[config.mk]
export PLATFORM = sky130hd
export DESIGN_NAME = mux_channel_scanner
export DESIGN_NICKNAME = d
export VERILOG_FILES = /design/src/rtl/mux_channel_scanner_pkg.sv /design/src/rtl/mux_channel_scanner_finder.sv /design/src/rtl/mux_channel_scanner.sv
export SDC_FILE = /design/constraint.sdc
export NUM_CORES = 1
export LEC_CHECK = 0
export CORE_ASPECT_RATIO = 1.1
export CORE_UTILIZATION = 57
export DETAILED_ROUTE_END_ITERATION = 8
export GPL_TIMING_DRIVEN = 1
export HOLD_SLACK_MARGIN = 0.03
export PLACE_DENSITY = 0.83
export SLEW_MARGIN = 20
export SYNTH_ARGS = -nofsm -noshare
export SYNTH_HDL_FRONTEND = slang
export SYNTH_HIERARCHICAL = 1
export SYNTH_SLANG_ARGS = --single-unit
[constraint.sdc]
create_clock -name clk -period 2.6 [get_ports clk]
set_input_delay 0.52 -clock clk [delete_from_list [all_inputs] [get_ports clk]]
set_output_delay 0.52 -clock clk [all_outputs]
set_load 0.01 [all_outputs]
[src/rtl/mux_channel_scanner_pkg.sv]
// Shared constants and state encoding for the mux channel scanner.
// Channel count is fixed to match the team's 4:1 mux.
package mux_channel_scanner_pkg;

    localparam int NUM_CH = 4;
    localparam int SEL_W  = 2;

    typedef enum logic {
        ST_IDLE   = 1'b0,
        ST_SETTLE = 1'b1
    } state_t;

endpackage

[src/rtl/mux_channel_scanner_finder.sv]
// Combinational channel walker: lowest enabled channel,
// next higher enabled channel and a last-channel flag.
module next_channel_finder
    import mux_channel_scanner_pkg::*;
(
    input  logic [NUM_CH-1:0] mask,
    input  logic [SEL_W-1:0]  cur,
    output logic [SEL_W-1:0]  lowest,
    output logic [SEL_W-1:0]  nxt,
    output logic              is_last
);

    // Descending scans leave the lowest qualifying index
    always_comb begin
        lowest  = '0;
        nxt     = cur;
        is_last = 1'b1;
        for (int i = NUM_CH - 1; i >= 0; i--) begin
            if (mask[i]) begin
                lowest = SEL_W'(i);
            end
        end
        for (int i = NUM_CH - 1; i >= 0; i--) begin
            if (mask[i] && (i > int'(cur))) begin
                nxt     = SEL_W'(i);
                is_last = 1'b0;
            end
        end
    end

endmodule

[src/rtl/mux_channel_scanner.sv]
// Sequencer driving the 4:1 mux select and capturing y per channel,
// publishing a 4-bit snapshot with a one-cycle valid pulse.
module mux_channel_scanner
    import mux_channel_scanner_pkg::*;
#(
    parameter int DWELL_W = 4,
    parameter int NUM_CH_P = 4
) (
    input  logic               clk,
    input  logic               rst_n,
    input  logic               start,
    input  logic               abort,
    input  logic               mode,
    input  logic [3:0]         ch_mask,
    input  logic [DWELL_W-1:0] dwell,
    input  logic               y_in,
    output logic [1:0]         s,
    output logic [3:0]         sample,
    output logic               valid,
    output logic               busy
);

    state_t             state, state_n;
    logic [DWELL_W-1:0] cnt, cnt_n;
    logic [DWELL_W-1:0] d_q, d_n;
    logic [3:0]         mask_q, mask_n;
    logic               mode_q, mode_n;
    logic [3:0]         shadow, shadow_n;
    logic [1:0]         s_n;
    logic [3:0]         sample_n;
    logic               valid_n, busy_n;

    logic [1:0]         lo_req, lo_q, nxt_q;
    logic               last_q;
    logic               unused_last;
    logic [1:0]         unused_nxt;
    logic [DWELL_W-1:0] dwell_eff;

    // Lowest channel of the requested mask, used at scan start
    next_channel_finder u_req (
        .mask    (ch_mask),
        .cur     (2'd0),
        .lowest  (lo_req),
        .nxt     (unused_nxt),
        .is_last (unused_last)
    );

    // Walker over the latched mask for the scan in progress
    next_channel_finder u_scan (
        .mask    (mask_q),
        .cur     (s),
        .lowest  (lo_q),
        .nxt     (nxt_q),
        .is_last (last_q)
    );

    assign dwell_eff = (dwell == '0) ? DWELL_W'(1) : dwell;

    // State and datapath registers
    always_ff @(posedge clk or negedge rst_n) begin
        if (!rst_n) begin
            state  <= ST_IDLE;
            s      <= '0;
            cnt    <= '0;
            d_q    <= DWELL_W'(1);
            mask_q <= '0;
            mode_q <= 1'b0;
            shadow <= '0;
            sample <= '0;
            valid  <= 1'b0;
            busy   <= 1'b0;
        end else begin
            state  <= state_n;
            s      <= s_n;
            cnt    <= cnt_n;
            d_q    <= d_n;
            mask_q <= mask_n;
            mode_q <= mode_n;
            shadow <= shadow_n;
            sample <= sample_n;
            valid  <= valid_n;
            busy   <= busy_n;
        end
    end

    // Next-state and next-output logic; abort always wins
    always_comb begin
        state_n  = state;
        s_n      = s;
        cnt_n    = cnt;
        d_n      = d_q;
        mask_n   = mask_q;
        mode_n   = mode_q;
        shadow_n = shadow;
        sample_n = sample;
        valid_n  = 1'b0;
        busy_n   = busy;
        unique case (state)
            ST_IDLE: begin
                busy_n = 1'b0;
                if (start && !abort && (ch_mask != '0)) begin
                    mask_n   = ch_mask;
                    mode_n   = mode;
                    d_n      = dwell_eff;
                    shadow_n = '0;
                    s_n      = lo_req;
                    cnt_n    = dwell_eff - 1'b1;
                    busy_n   = 1'b1;
                    state_n  = ST_SETTLE;
                end
            end
            ST_SETTLE: begin
                if (abort) begin
                    state_n = ST_IDLE;
                    busy_n  = 1'b0;
                end else if (cnt != '0) begin
                    cnt_n = cnt - 1'b1;
                end else begin
                    shadow_n[s] = y_in;
                    if (!last_q) begin
                        s_n   = nxt_q;
                        cnt_n = d_q - 1'b1;
                    end else begin
                        sample_n = shadow_n & mask_q;
                        valid_n  = 1'b1;
                        if (mode_q) begin
                            s_n      = lo_q;
                            cnt_n    = d_q - 1'b1;
                            shadow_n = '0;
                        end else begin
                            state_n = ST_IDLE;
                            busy_n  = 1'b0;
                        end
                    end
                end
            end
            default: begin
                state_n = ST_IDLE;
            end
        endcase
    end

endmodule

==> impl_metrics.tcl, run 1 <==
set metrics [dict create \
    vias 1174 \
    worstSetupStartpointType "flop" \
    cts_buffers 3 \
    fillers 169 \
    fin_skew_ns 0.00483 \
    leakagePower_nw 0.764 \
    cts_resized 0 \
    worst_setup_path_end_kind "output pin" \
    num-nets-final 188 \
    max_freq_mhz 499 \
    antenna-diode-count 0 \
    p_total_mw 1.18 \
    rsz0062_at_grt "false" \
    grtUsageTotal 0.237 \
    initial_utilization 0.622 \
    hold_viol 0 \
    cp_slowest_cell "clkdlybuf4s50_1" \
    avgSynthCellArea_um2 9.69 \
    fp.coreArea_um2 2320 \
    wl_met2_um 1470 \
    drc 0 \
    grt_pass1_vias 1090 \
    wl_met1_um 1160 \
    cts_buffer_depth 2 \
    finalSetupTns_ns 0 \
    dr_wl_met3_um 94 \
    switching_power_mw 0.408 \
    maxSlewViolCount 0 \
    synth_warnings 6 \
    cp_top_family "buffers and inverters" \
    cts_setup_buffers 0 \
    routedWlPerCell_um 13.7 \
    drive_gt1_frac 0.122 \
    worst-path-buf-inv 1 \
    post-route-min-period_ns 2.00 \
    ir_drop_mv 0.463 \
    dieArea_um2 2740 \
    hold_path_class "reg2reg" \
    cp_slowest_stage_delay_ns 0.60 \
    slew_headroom 0.659 \
    setup_viol_count_final 0 \
    p_seq_frac 0.509 \
    fp.dieW_um 50.0 \
    intPower_mw 0.769 \
    ctsRootBufferMaster "clkbuf_4" \
    syn-num-nets 164 \
    place.gp.congestion 0.829 \
    grt_overflow 0 \
    port-buffer-count 21 \
    p_clk_frac 0.175 \
    grt_start_max_net_pins 27 \
    top_layer_used "met4" \
    path_cells "clkdlybuf4s50_1" \
    syn_area_um2 1440 \
    cts.sinks 26 \
    antenna_found_initial 0 \
    num_rows 18 \
    cts_tree "done" \
    synth_cells 149 \
    ant_nets 0 \
    clk_pin_slew_ns 0.14 \
    hold_buffers 0 \
    die_h_um 54.8 \
    worstMarginPinSlew_ns 0.511 \
    reg2reg_slack_ns 0.67 \
    maxCapViolCount 0 \
    finalCritPeriodShare 0.771 \
    crit_required_ns 2.08 \
    final_util 0.740 \
    grt_pass1_wl_um 4750 \
    combPwrFrac 0.316 \
    dp_hpwl_um 2080 \
    cts.htree.levels 1 \
    first_iter_violations 24 \
    crit_type "reg2out" \
    syn2layout_area_growth_pct 18.9 \
    power.density_nw_per_um2 685 \
    critPathMaxFanout 9 \
    arrival_ns 1.48 \
    io-pin-count 22 \
    p_sw_frac 0.347 \
    finalWirelength_um 2770 \
    viasPerCell 5.81 \
    status "complete, no violations" \
    insertion_delay_ns 0.32 \
    first_pass_iters 4 \
]
[final timing paths]
kind | from | endpoint | cells after the start
min | d_q[1]$_DFFE_PN0P_ | d_q[1]$_DFFE_PN0P_ | 2
max | s[0]$_DFFE_PN0P_ | s[0] | 1
max reg2reg | s[0]$_DFFE_PN0P_ | cnt[1]$_DFFE_PN0P_ | 8
min in group asynchronous | rst_n | sample[1]$_DFFE_PN0P_ | 2
max in group asynchronous | rst_n | d_q[0]$_DFFE_PN1P_ | 2
min reg2reg | d_q[1]$_DFFE_PN0P_ | d_q[1]$_DFFE_PN0P_ | 2
[stage by stage]
step | hold WS (ns) | cell area (µm²) | setup slack [ns] | instances
final | 0.490 | 1720 | 0.595 | 202
after global routing | 0.521 | 1720 | 0.515 | 202
after global placement | 0.459 | 1680 | 0.356 | 198
after CTS | 0.491 | 1720 | 0.594 | 202
after detailed placement | 0.459 | 1680 | 0.303 | 198
after floorplan | 0.224 | 1440 | 0.886 | 149
[power by group through the flow]
stage / clock network [mW] / registers [mW] / logic, mW
finish: 0.205 / 0.599 / 0.372
global route: 0.225 / 0.615 / 0.414
CTS: 0.209 / 0.598 / 0.375
detailed placement: 0 / 0.607 / 0.371
global placement: 0 / 0.603 / 0.360
floorplan: 0 / 0.576 / 0.272
[sequential cells by signal, indices dropped and copies added, names as in the netlist]
signal / count
cnt: 4
d_q: 4
mask_q: 4
sample: 4
shadow: 4
s: 2
busy: 1
mode_q: 1
state: 1
valid: 1
[placed cells by master (no fill, tap or decap), drive strengths merged, types with 3 or more instances in the layout]
master,instances
a21oi,9
a22o,7
clkbuf,4
clkdlybuf4s50,21
dfrtp,25
inv,7
mux2,4
mux2i,4
nand2,24
nand2b,10
nand3,3
nor2,16
nor2b,4
nor3,7
[per-layer routing]
layer,up-vias,GRT usage
met1,572,0.269
met5,-,0
met3,5,0.0250
li1,568,-
met4,0,0.100
met2,29,0.456
[layout make-up]
| class | count | area [µm²] | share of cell area |
|---|---|---|---|
| clock buffers | 4 | 36.3 | 0.0211 |
| inverters | 7 | 26.3 | 0.0153 |
| multi-input cells | 112 | 739 | 0.431 |
| flip-flops and latches | 26 | 652 | 0.380 |
| well taps | 30 | 37.5 | 0.0219 |
| repair buffers | 23 | 225 | 0.131 |
(Power assumes the default switching activity.)
==> run 2, diff against run 1 <==
--- a/config.mk
+++ b/config.mk
@@ -6,11 +6,11 @@
 export NUM_CORES = 1
 export LEC_CHECK = 0
 export CORE_ASPECT_RATIO = 1.1
-export CORE_UTILIZATION = 57
+export CORE_UTILIZATION = 48
 export DETAILED_ROUTE_END_ITERATION = 8
 export GPL_TIMING_DRIVEN = 1
 export HOLD_SLACK_MARGIN = 0.03
-export PLACE_DENSITY = 0.83
+export PLACE_DENSITY = 0.75
 export SLEW_MARGIN = 20
 export SYNTH_ARGS = -nofsm -noshare
 export SYNTH_HDL_FRONTEND = slang
==> constraint.sdc (replaced) <==
create_clock -name clk -period 1.6 [get_ports clk]
set_input_delay 0.32 -clock clk [delete_from_list [all_inputs] [get_ports clk]]
set_output_delay 0.32 -clock clk [all_outputs]
set_load 0.01 [all_outputs]
==> run 2 against run 1 <==
Net effect: the run now ends with setup timing left; total power increased by 99%; wire length increased by 20%; sequential share of layout area shrank 7.0 points; final cell count grew 18%; highest routed layer unchanged; largest cell class unchanged; non-clock buffer count increased by 33.
==> impl_metrics.tcl, run 2 (synthesis gave the netlist of run 1 again) <==
set metrics [dict create \
    grt_pass1_wl_um 5530 \
    routedWlPerCell_um 14.0 \
    final_cell_mix "buf_4, nand2_1, dfrtp_1, nor2_1, clkdlybuf4s50_1" \
    insertion_delay_ns 0.31 \
    setup_viol_count_final 8 \
    finalWirelength_um 3320 \
    arrival_ns 1.85 \
    final_common_cell "buf_4" \
    fin_skew_ns 0.00714 \
    post-route-min-period_ns 1.64 \
    grt_overflow 0 \
    final_area_um2 2130 \
    port-buffer-count 21 \
    reg2reg_to "shadow[0]$_DFFE_PN0P_" \
    syn2layout_area_growth_pct 47.8 \
    io-pin-count 22 \
    status "finished with violations" \
    hold_path_class "in2async" \
    num_rows 20 \
    first_pass_iters 4 \
    antenna_found_initial 0 \
    cts_buffers 3 \
    cp_slowest_stage_delay_ns 0.47 \
    dp_hpwl_um 2420 \
    initial_utilization 0.515 \
    reg2reg_depth 4 \
    crit_required_ns 1.81 \
    timing.hold.ws_ns 0.349 \
    leakagePower_nw 1.00 \
    ant_nets 0 \
    final.setup.worst_slack_ns -0.0398 \
    path_cells "nor4_4 -> nand2_1 -> a21oi_4 -> mux2_4" \
    cts.sinks 26 \
    postPlaceCellArea_um2 1900 \
    violations "setup timing" \
    cts_tree "done" \
    finalCritPeriodShare 1.02 \
    worst_setup_path_end_kind "flop" \
    max_freq_mhz 610 \
    grt_start_max_net_pins 27 \
    fp.coreArea_um2 2800 \
    dieArea_um2 3230 \
    die_h_um 59.5 \
    crit_type "reg2reg" \
    fillers 207 \
    power.density_nw_per_um2 1100 \
    grt_pass1_vias 1302 \
    reg2reg_from "cnt[2]$_DFFE_PN0P_" \
    critPathMaxFanout 6 \
    rsz0062_at_grt "true" \
    maxSlewViolCount 0 \
    drc 0 \
    antenna-diode-count 0 \
    hold_viol 0 \
    clk_pin_slew_ns 0.14 \
    cp_slowest_cell "dfrtp_2" \
    ctsRootBufferMaster "clkbuf_4" \
    ir_drop_mv 0.798 \
    drive_gt1_frac 0.366 \
    worstSetupStartpointType "flop" \
    slew_headroom 0.772 \
    first_iter_violations 23 \
    cts.htree.levels 1 \
    worstMarginPinSlew_ns 0.341 \
    reg2reg_slack_ns -0.04 \
    maxCapViolCount 0 \
    place.gp.congestion 0.803 \
    fp.dieW_um 54.3 \
    num-nets-final 221 \
    viasPerCell 5.46 \
    grtUsageTotal 0.233 \
    vias 1299 \
    cts_buffer_depth 2 \
]
-- run 2: final cells by class --
class	count	area (µm²)	area share
Inverter	7	28.8	0.0135
Clock buffer	4	36.3	0.0170
Timing Repair Buffer	56	493	0.231
Sequential cell	26	661	0.309
Tap cell	33	41.3	0.0193
Multi-Input combinational cell	112	875	0.410
-- run 2: worst max path at each step --
stage | startpoint | endpoint | slack, ns | cells past startpoint
after floorplan | mask_q[1]$_DFFE_PN0P_ | cnt[0]$_DFFE_PN0P_ | 0.03 | 7
after global placement | ch_mask[1] | s[1]$_DFFE_PN0P_ | -0.38 | 6
after detailed placement | ch_mask[1] | s[0]$_DFFE_PN0P_ | -0.40 | 6
after CTS | cnt[2]$_DFFE_PN0P_ | s[0]$_DFFE_PN0P_ | -0.02 | 6
after global routing | cnt[2]$_DFFE_PN0P_ | s[1]$_DFFE_PN0P_ | -0.13 | 5
final | cnt[2]$_DFFE_PN0P_ | shadow[0]$_DFFE_PN0P_ | -0.04 | 4
-- run 2: worst max-delay path: cells and delay by family, from the launching register on --
kind               cells  cell delay, ns
AOI/OAI and AO/OA      1            0.29
DFF                    1            0.47
muxes                  1            0.33
and+or+nand+nor        2            0.45
-- run 2: power by group --
group	internal, mW	switching [mW]
clock network	0.139	0.184
registers	0.799	0.165
logic	0.587	0.474
-- run 2: per-stage QoR --
step,setup TNS (ns),std cells,power [mW],utilization,setup slack (ns)
after floorplan,0,149,1.40,-,0.0251
after global placement,-4.80,226,1.76,0.678,-0.378
after detailed placement,-5.12,226,1.80,0.678,-0.402
after CTS,-0.0928,237,2.29,0.742,-0.0199
after global routing,-0.937,238,2.50,0.762,-0.131
final,-0.219,238,2.35,0.762,-0.0398
-- run 2: timing repair --
| action | CTS | global route |
|---|---|---|
| gates cloned | 1 | 0 |
| setup endpoints to repair | 16 | 17 |
| pin swaps | 14 | 4 |
| resized for setup | 29 | 11 |
| hold buffers | 0 | 0 |
| buffers inserted | 6 | 2 |
-- run 2: per-layer routing --
metal	share of wire	global-route usage	vias up
met5	0	0	-
met4	0.012	0.0659	0
met3	0.020	0.0282	4
met2	0.57	0.449	21
met1	0.40	0.254	639
li1	-	-	635
